==> src/rtl/nios_core_onchip_memory_arbiter.sv <==
// Two-master round-robin arbiter in front of a single-port on-chip memory.
// Grant is combinational so an accepted master sees waitrequest low in the
// same cycle. Read data returns one cycle after issue, and a one-entry owner
// register steers readdatavalid back to the master that issued the read.
module nios_core_onchip_memory_arbiter #(
   parameter int ADDR_W = 10,
   parameter int DATA_W = 32
) (
   input  logic                  clk,
   input  logic                  reset,
   // master 0
   input  logic [ADDR_W-1:0]     m0_address,
   input  logic [DATA_W/8-1:0]   m0_byteenable,
   input  logic                  m0_read,
   input  logic                  m0_write,
   input  logic [DATA_W-1:0]     m0_writedata,
   output logic                  m0_waitrequest,
   output logic [DATA_W-1:0]     m0_readdata,
   output logic                  m0_readdatavalid,
   // master 1
   input  logic [ADDR_W-1:0]     m1_address,
   input  logic [DATA_W/8-1:0]   m1_byteenable,
   input  logic                  m1_read,
   input  logic                  m1_write,
   input  logic [DATA_W-1:0]     m1_writedata,
   output logic                  m1_waitrequest,
   output logic [DATA_W-1:0]     m1_readdata,
   output logic                  m1_readdatavalid,
   // memory
   output logic [ADDR_W-1:0]     mem_address,
   output logic [DATA_W/8-1:0]   mem_byteenable,
   output logic                  mem_chipselect,
   output logic                  mem_write,
   output logic [DATA_W-1:0]     mem_writedata,
   input  logic [DATA_W-1:0]     mem_readdata
);

   localparam int BE_W = DATA_W / 8;

   logic r_last_grant;   // master that received the most recent access
   logic r_rd_vld;       // a read was issued last cycle
   logic r_rd_id;        // which master issued it

   logic w_req0;
   logic w_req1;
   logic w_gnt0;
   logic w_gnt1;
   logic w_issue;
   logic w_is_write;

   // A write request takes precedence when read and write are both asserted.
   assign w_req0 = m0_read | m0_write;
   assign w_req1 = m1_read | m1_write;

   // Round-robin: under contention the master that was not served last wins.
   // Reset blocks every grant so no access can leak out while reset is high.
   assign w_gnt0  = ~reset & w_req0 & (~w_req1 | r_last_grant);
   assign w_gnt1  = ~reset & w_req1 & (~w_req0 | ~r_last_grant);
   assign w_issue = w_gnt0 | w_gnt1;
   assign w_is_write = w_gnt1 ? m1_write : m0_write;

   assign m0_waitrequest = ~w_gnt0;
   assign m1_waitrequest = ~w_gnt1;

   // Both masters see the memory output; only readdatavalid marks ownership.
   assign m0_readdata      = mem_readdata;
   assign m1_readdata      = mem_readdata;
   assign m0_readdatavalid = r_rd_vld & ~r_rd_id;
   assign m1_readdatavalid = r_rd_vld &  r_rd_id;

   // Steer the granted master onto the memory port; park it quietly when idle.
   always_comb begin
      mem_chipselect = 1'b0;
      mem_write      = 1'b0;
      mem_address    = '0;
      mem_byteenable = '1;
      mem_writedata  = '0;
      if (w_gnt0) begin
         mem_chipselect = 1'b1;
         mem_write      = m0_write;
         mem_address    = m0_address;
         mem_byteenable = m0_byteenable;
         mem_writedata  = m0_writedata;
      end else if (w_gnt1) begin
         mem_chipselect = 1'b1;
         mem_write      = m1_write;
         mem_address    = m1_address;
         mem_byteenable = m1_byteenable;
         mem_writedata  = m1_writedata;
      end
   end

   // Remember who was served last; hold across idle cycles.
   always_ff @(posedge clk or posedge reset) begin
      if (reset) begin
         r_last_grant <= 1'b1;
      end else if (w_issue) begin
         r_last_grant <= w_gnt1;
      end
   end

   // Track the read in flight so its data is flagged to the right master.
   always_ff @(posedge clk or posedge reset) begin
      if (reset) begin
         r_rd_vld <= 1'b0;
         r_rd_id  <= 1'b0;
      end else begin
         r_rd_vld <= w_issue & ~w_is_write;
         r_rd_id  <= w_gnt1;
      end
   end

   // Byte enables are consumed only by the memory; this keeps BE_W meaningful.
   if (BE_W * 8 != DATA_W) begin : g_bad_width
      $error("DATA_W must be a multiple of 8");
   end

endmodule

==> config.mk <==
export PLATFORM = sky130hd
export DESIGN_NAME = nios_core_onchip_memory_arbiter
export DESIGN_NICKNAME = d
export VERILOG_FILES = /design/src/rtl/nios_core_onchip_memory_arbiter.sv
export SDC_FILE = /design/constraint.sdc
export NUM_CORES = 1
export LEC_CHECK = 0
export BUFFER_PORTS_ARGS = -buffer_cell sky130_fd_sc_hd__buf_2
export CAP_MARGIN = 5
export CORE_AREA = 3 3 95 97
export DETAILED_ROUTE_END_ITERATION = 10
export DIE_AREA = 0 0 98 100
export PLACE_DENSITY = 0.6
export SLEW_MARGIN = 15
export SYNTH_ARGS = -nofsm -noshare
export SYNTH_HDL_FRONTEND = slang
export SYNTH_SLANG_ARGS = --single-unit
==> constraint.sdc <==
create_clock -name clk -period 4.6 [get_ports clk]
set_input_delay 0.92 -clock clk [delete_from_list [all_inputs] [get_ports clk]]
set_output_delay 0.92 -clock clk [all_outputs]
set_load 0.01 [all_outputs]
==> results.ini, run 1 <==
[yosys]
yosysSeqAreaShare = 0.0629
ys_top_cells_by_area = buf_4 (40%), a22o_1 (30%), buf_6 (7.4%), dfrtp_1 (4.1%), o22a_2 (3.3%)
synth.ff_latch_count = 3
synth_cells = 146
synth-compound-area-share = 0.389
ys_warn_count = 0
yosysTopAreaCell = buf_4
synth_xor_area_frac = 0
synth_top_family_by_area = buffers and inverters
syn-num-nets = 276
synth_fa_ha_area_frac = 0
synth_top_area_frac = 0.396
netlist-cell-type-count = 21
syn_area_um2 = 1210
synth_mux_area_frac = 0
yosys.area_share.simple = 0.0619
postSynthAreaPerCell_um2 = 8.31

[job]
max_cap_viol_count = 0

[timing]
max-slew-margin-rel = 0.780
worst_pin_slew_ns = 0.328
maxSlewViolCount = 0
setup_slack_ns = 1.56
fin_worst_skew_ns = 0.00103
hold_viol_final = 0
rsz0062_at_grt = no
fin_crit_ns = 3.04
finalSetupViolations = 0
fin_crit_sh = 0.661
holdWs_ns = 0.550
fin_tns_setup_ns = 0
fmax_ghz = 0.329

[global_routing]
busiest_layer = met2
grt_first_pass_wirelength_mm = 6.26
grt_util_met3 = 0.0160
track_usage = 0.0783
grt_max_degree = 24
grtUsageMet2 = 0.136
gr-total-overflow = 0
grt_antenna_before_repair = 0
grt.met1_usage = 0.0901
grt_pass1_vias = 1283

[final_layout]
stdcell_count = 335
final_util = 0.194
syn_to_final_growth_pct = 31.0
regArea_um2 = 76.3
diodes = 0
drive_gt1_frac = 0.722
multi_input_area_um2 = 547
final_nets = 361
final_area_um2 = 1590
final_cell_mix = buf_2 (149), a22o_1 (42), o22a_2 (4), buf_4 (4)
fillers = 954
layout_commonest_cell = buf_2

[cts]
cts_made_buffers = 3
clock_sinks = 3
cts_tree = done
clk_latency_ns = 0.21
clk_path_buf_depth = 2
postCtsSetupBuffers = 0
post_cts_resized = 0
clockRootBuffer = clkbuf_8
path_clk_slew_ns = 0.03
h-tree-depth = 1
ctsHoldBuffers = 0

[worst_setup_path]
cp-end-kind = output port
critPathKind = in2out
critical-path-max-stage-delay_ns = 0.29
critPathMaxFanout = 23
setup.worst_path.start_class = primary input
crit_path_top_delay_cell = buf_4
cp_common_cell = buf_2
path_cells = buf_2, o21a_1, nor3_4, buf_4, inv_2, o22a_2, buf_2
crit_arrival_ns = 2.12
required_ns = 3.68

[power_and_ir_drop]
vdd_drop_max_uv = 63.3
power_switching_mw = 0.127
pwr-share-comb = 0.664
p_int_mw = 0.201
p_leak_nw = 0.925
total_power_mw = 0.328
seqPwrFrac = 0.108
power.share.switching = 0.387
p_clk_frac = 0.228
power.density_nw_per_um2 = 206

[drt]
ant_nets = 0
num_vias = 1329
vias_per_cell = 3.97
dr.pass1.iters = 2
drt_iter0_markers = 13
wl_per_cell_um = 13.0
wirelength_mm = 4.37
drc = 0

[die]
rows = 33
die-area_um2 = 9800
core_um2 = 8220
start_util = 0.148
die_y_um = 100
die_w_um = 98
ios = 246

[placed_design]
place_ws_ns = 1.55
dp_cells = 331
placed_area_um2 = 1550
place.gp.congestion = 0.791
numPortBuffers = 149
hpwl_mm = 3.87

[status]
status = complete, no violations

[worst_hold_path]
hold_path_class = reg2reg

[logic make-up (layout without fill, tap and decap cells)]
family / count (synthesis) / after routing
AO/OA/AOI/OAI: 55 / 55
buffers and inverters: 77 / 161
flip-flops: 3 / 3
AND/OR/NAND/NOR: 11 / 11
[state kept, by name (all words and copies together), names as in the netlist]
name	count
r_last_grant	1
r_rd_vld	1
r_rd_id	1
[cells in the mapped netlist]
master	n
buf_4	64
a22o_1	42
buf_6	8
o22a_2	4
a21oi_1	3
nor2_1	3
dfrtp_1	2
inv_1	2
inv_2	2
nand2_1	2
nor2b_1	2
nor3_4	2
o21ai_0	2
a211oi_1	1
and2_1	1
clkbuf_2	1
dfstp_2	1
nand3_1	1
o21a_1	1
o21ba_4	1
o31ai_1	1
[path summary, 6_finish.rpt]
kind / from / end / slack [ns] / cells past startpoint
max in group asynchronous: reset / r_last_grant / 3.73 / 2
max reg2reg: r_last_grant / r_rd_id / 3.42 / 3
max: m0_read / mem_byteenable[2] / 1.56 / 7
min reg2reg: r_last_grant / r_last_grant / 0.55 / 2
min: r_last_grant / r_last_grant / 0.55 / 2
min in group asynchronous: reset / r_rd_id / 0.67 / 2
[layout make-up]
class                   count  area share
multi-input cells          66       0.344
flip-flops and latches      3      0.0480
inverters                   4     0.00944
clock buffers               4      0.0283
repair buffers            153       0.488
well taps                 105      0.0826
[worst max-delay path, delay by kind of cell]
kind / cells / cell delay [ns]
AOI/OAI and AO/OA: 2 / 0.44
and+or+nand+nor: 1 / 0.13
buffers and inverters: 4 / 0.63
[metal layers]
layer  wire length [µm]  vias to the layer above  part of all wire
met4                194                        0             0.044
met2               2060                       99              0.47
met5                  0                        -                 0
met3                495                       29              0.11
met1               1620                      565              0.37
li1                   -                      636                 -
[power groups by stage]
stage	sequential, mW	combinational, mW	clock (mW)
after global routing	0.0361	0.237	0.0822
final	0.0354	0.218	0.0746
after global placement	0.0353	0.218	0
after detailed placement	0.0355	0.220	0
after floorplan	0.0345	0.184	0
after CTS	0.0352	0.221	0.0771
Power figures use the tool's default switching activity.
==> inputs of run 2 (changes only) <==
--- a/config.mk
+++ b/config.mk
@@ -7,10 +7,10 @@
 export LEC_CHECK = 0
 export BUFFER_PORTS_ARGS = -buffer_cell sky130_fd_sc_hd__buf_2
 export CAP_MARGIN = 5
-export CORE_AREA = 3 3 95 97
+export CORE_AREA = 3 3 94 96
 export DETAILED_ROUTE_END_ITERATION = 10
-export DIE_AREA = 0 0 98 100
-export PLACE_DENSITY = 0.6
+export DIE_AREA = 0 0 97 99
+export PLACE_DENSITY = 0.63
 export SLEW_MARGIN = 15
 export SYNTH_ARGS = -nofsm -noshare
 export SYNTH_HDL_FRONTEND = slang
==> constraint.sdc (replaced) <==
create_clock -name clk -period 2.5 [get_ports clk]
set_input_delay 0.5 -clock clk [delete_from_list [all_inputs] [get_ports clk]]
set_output_delay 0.5 -clock clk [all_outputs]
set_load 0.01 [all_outputs]
==> run 2 against run 1 <==
Wire length down 7.2%. Hold slack worse by 0.31 ns. Largest cell class unchanged. Design area up 0.63%. Combinational power up 83%.
==> results.ini, run 2 (synthesis results as in run 1) <==
[worst_hold_path]
hold_path_class = in2async

[final_layout]
multi_input_area_um2 = 547
layout_commonest_cell = buf_2
final_cell_mix = buf_2 (149), a22o_1 (42), o22a_2 (4)
diodes = 0
regArea_um2 = 76.3
final_area_um2 = 1600
syn_to_final_growth_pct = 31.9
final_nets = 359
drive_gt1_frac = 0.719
fillers = 945
reg_top3 = r_last_grant x1, r_rd_id x1, r_rd_vld x1

[drt]
num_vias = 1376
ant_nets = 0
dr.pass1.iters = 4
drt_iter0_markers = 19
drc = 0
wirelength_mm = 4.05
wl_per_cell_um = 12.2
vias_per_cell = 4.13

[worst_setup_path]
required_ns = 2.00
critPathMaxFanout = 43
timing.rr.end = r_rd_id
critPathKind = reg2out
ff2ff_setup_slack_ns = 1.35
r2r-start = r_last_grant
setup.worst_path.start_class = flop
rr_worst_depth = 3
cp-end-kind = output port
crit_arrival_ns = 1.80

[die]
core_um2 = 8130
die-area_um2 = 9600
rows = 33
die_w_um = 97
start_util = 0.149
ios = 246
die_y_um = 99

[global_routing]
grt_first_pass_wirelength_mm = 5.89
gr-total-overflow = 0
grt_pass1_vias = 1242
grt_max_degree = 45
track_usage = 0.0731
grt_antenna_before_repair = 0

[cts]
clk_path_buf_depth = 2
clk_latency_ns = 0.22
cts_tree = done
postCtsSetupBuffers = 0
clockRootBuffer = clkbuf_8
ctsHoldBuffers = 0
clock_sinks = 3
post_cts_resized = 0
path_clk_slew_ns = 0.03
cts_made_buffers = 3
h-tree-depth = 1

[timing]
hold_viol_final = 0
fin_worst_skew_ns = 0.00708
fin_crit_ns = 2.30
fmax_ghz = 0.435
rsz0062_at_grt = no
maxSlewViolCount = 0
finalSetupViolations = 0
max-slew-margin-rel = 0.775
fin_crit_sh = 0.920
worst_pin_slew_ns = 0.337
fin_tns_setup_ns = 0

[placed_design]
placed_area_um2 = 1560
place.gp.congestion = 0.877
hpwl_mm = 3.32
numPortBuffers = 149

[job]
max_cap_viol_count = 0

[power_and_ir_drop]
vdd_drop_max_uv = 109
power.density_nw_per_um2 = 379
p_leak_nw = 0.922

[status]
status = complete, no violations

[run 2: cell count changes in the layout (fill, tap and decap cells not counted), sizes merged]
cell / delta
buf: -2
[run 2: layout make-up]
cell class,instances,share of cell area
Clock buffer,4,0.0281
Tap cell,105,0.0821
Sequential cell,3,0.0477
Timing Repair Buffer,151,0.491
Multi-Input combinational cell,66,0.342
Inverter,4,0.00938
[run 2: worst max path at each step]
| stage | to | cells after the start | slack (ns) | start |
|---|---|---|---|---|
| finish | mem_byteenable[3] | 6 | 0.20 | r_last_grant |
| global route | mem_byteenable[3] | 6 | 0.1 | r_last_grant |
| CTS | mem_byteenable[3] | 6 | 0.19 | r_last_grant |
| detailed placement | mem_byteenable[2] | 7 | 0.32 | m1_write |
| global placement | mem_byteenable[2] | 7 | 0.36 | m1_write |
| floorplan | mem_byteenable[0] | 4 | 0.58 | reset |
[run 2: metal layers]
| layer | part of all wire | GRT usage | up-vias |
|---|---|---|---|
| met5 | 0 | 0 | - |
| met4 | 0.037 | 0.0356 | 0 |
| met3 | 0.15 | 0.0290 | 23 |
| met2 | 0.50 | 0.133 | 120 |
| met1 | 0.32 | 0.0725 | 598 |
| li1 | - | - | 635 |
[run 2: through the flow]
| step | hold WS (ns) | setup WS, ns | utilization | total power [mW] | instances |
|---|---|---|---|---|---|
| after floorplan | 0.456 | 0.580 | - | 0.402 | 146 |
| after global placement | 0.463 | 0.363 | 0.191 | 0.462 | 329 |
| after detailed placement | 0.463 | 0.321 | 0.191 | 0.470 | 329 |
| after CTS | 0.238 | 0.186 | 0.197 | 0.616 | 333 |
| after global routing | 0.256 | 0.0999 | 0.197 | 0.653 | 333 |
| final | 0.240 | 0.199 | 0.197 | 0.607 | 333 |
[run 2: power by group]
part           leakage (nW)  internal, mW  switching, mW
logic                 0.862         0.208          0.192
clock network        0.0228         0.109         0.0333
registers            0.0366        0.0577        0.00724
total                 0.922         0.375          0.232
[run 2: critical path, cell delays in order, from the launching register on]
cell     delay [ns]
dfstp_2        0.58
o21ba_4        0.18
nor3_4         0.14
buf_12         0.24
inv_2          0.09
o22a_2         0.20
buf_2          0.13
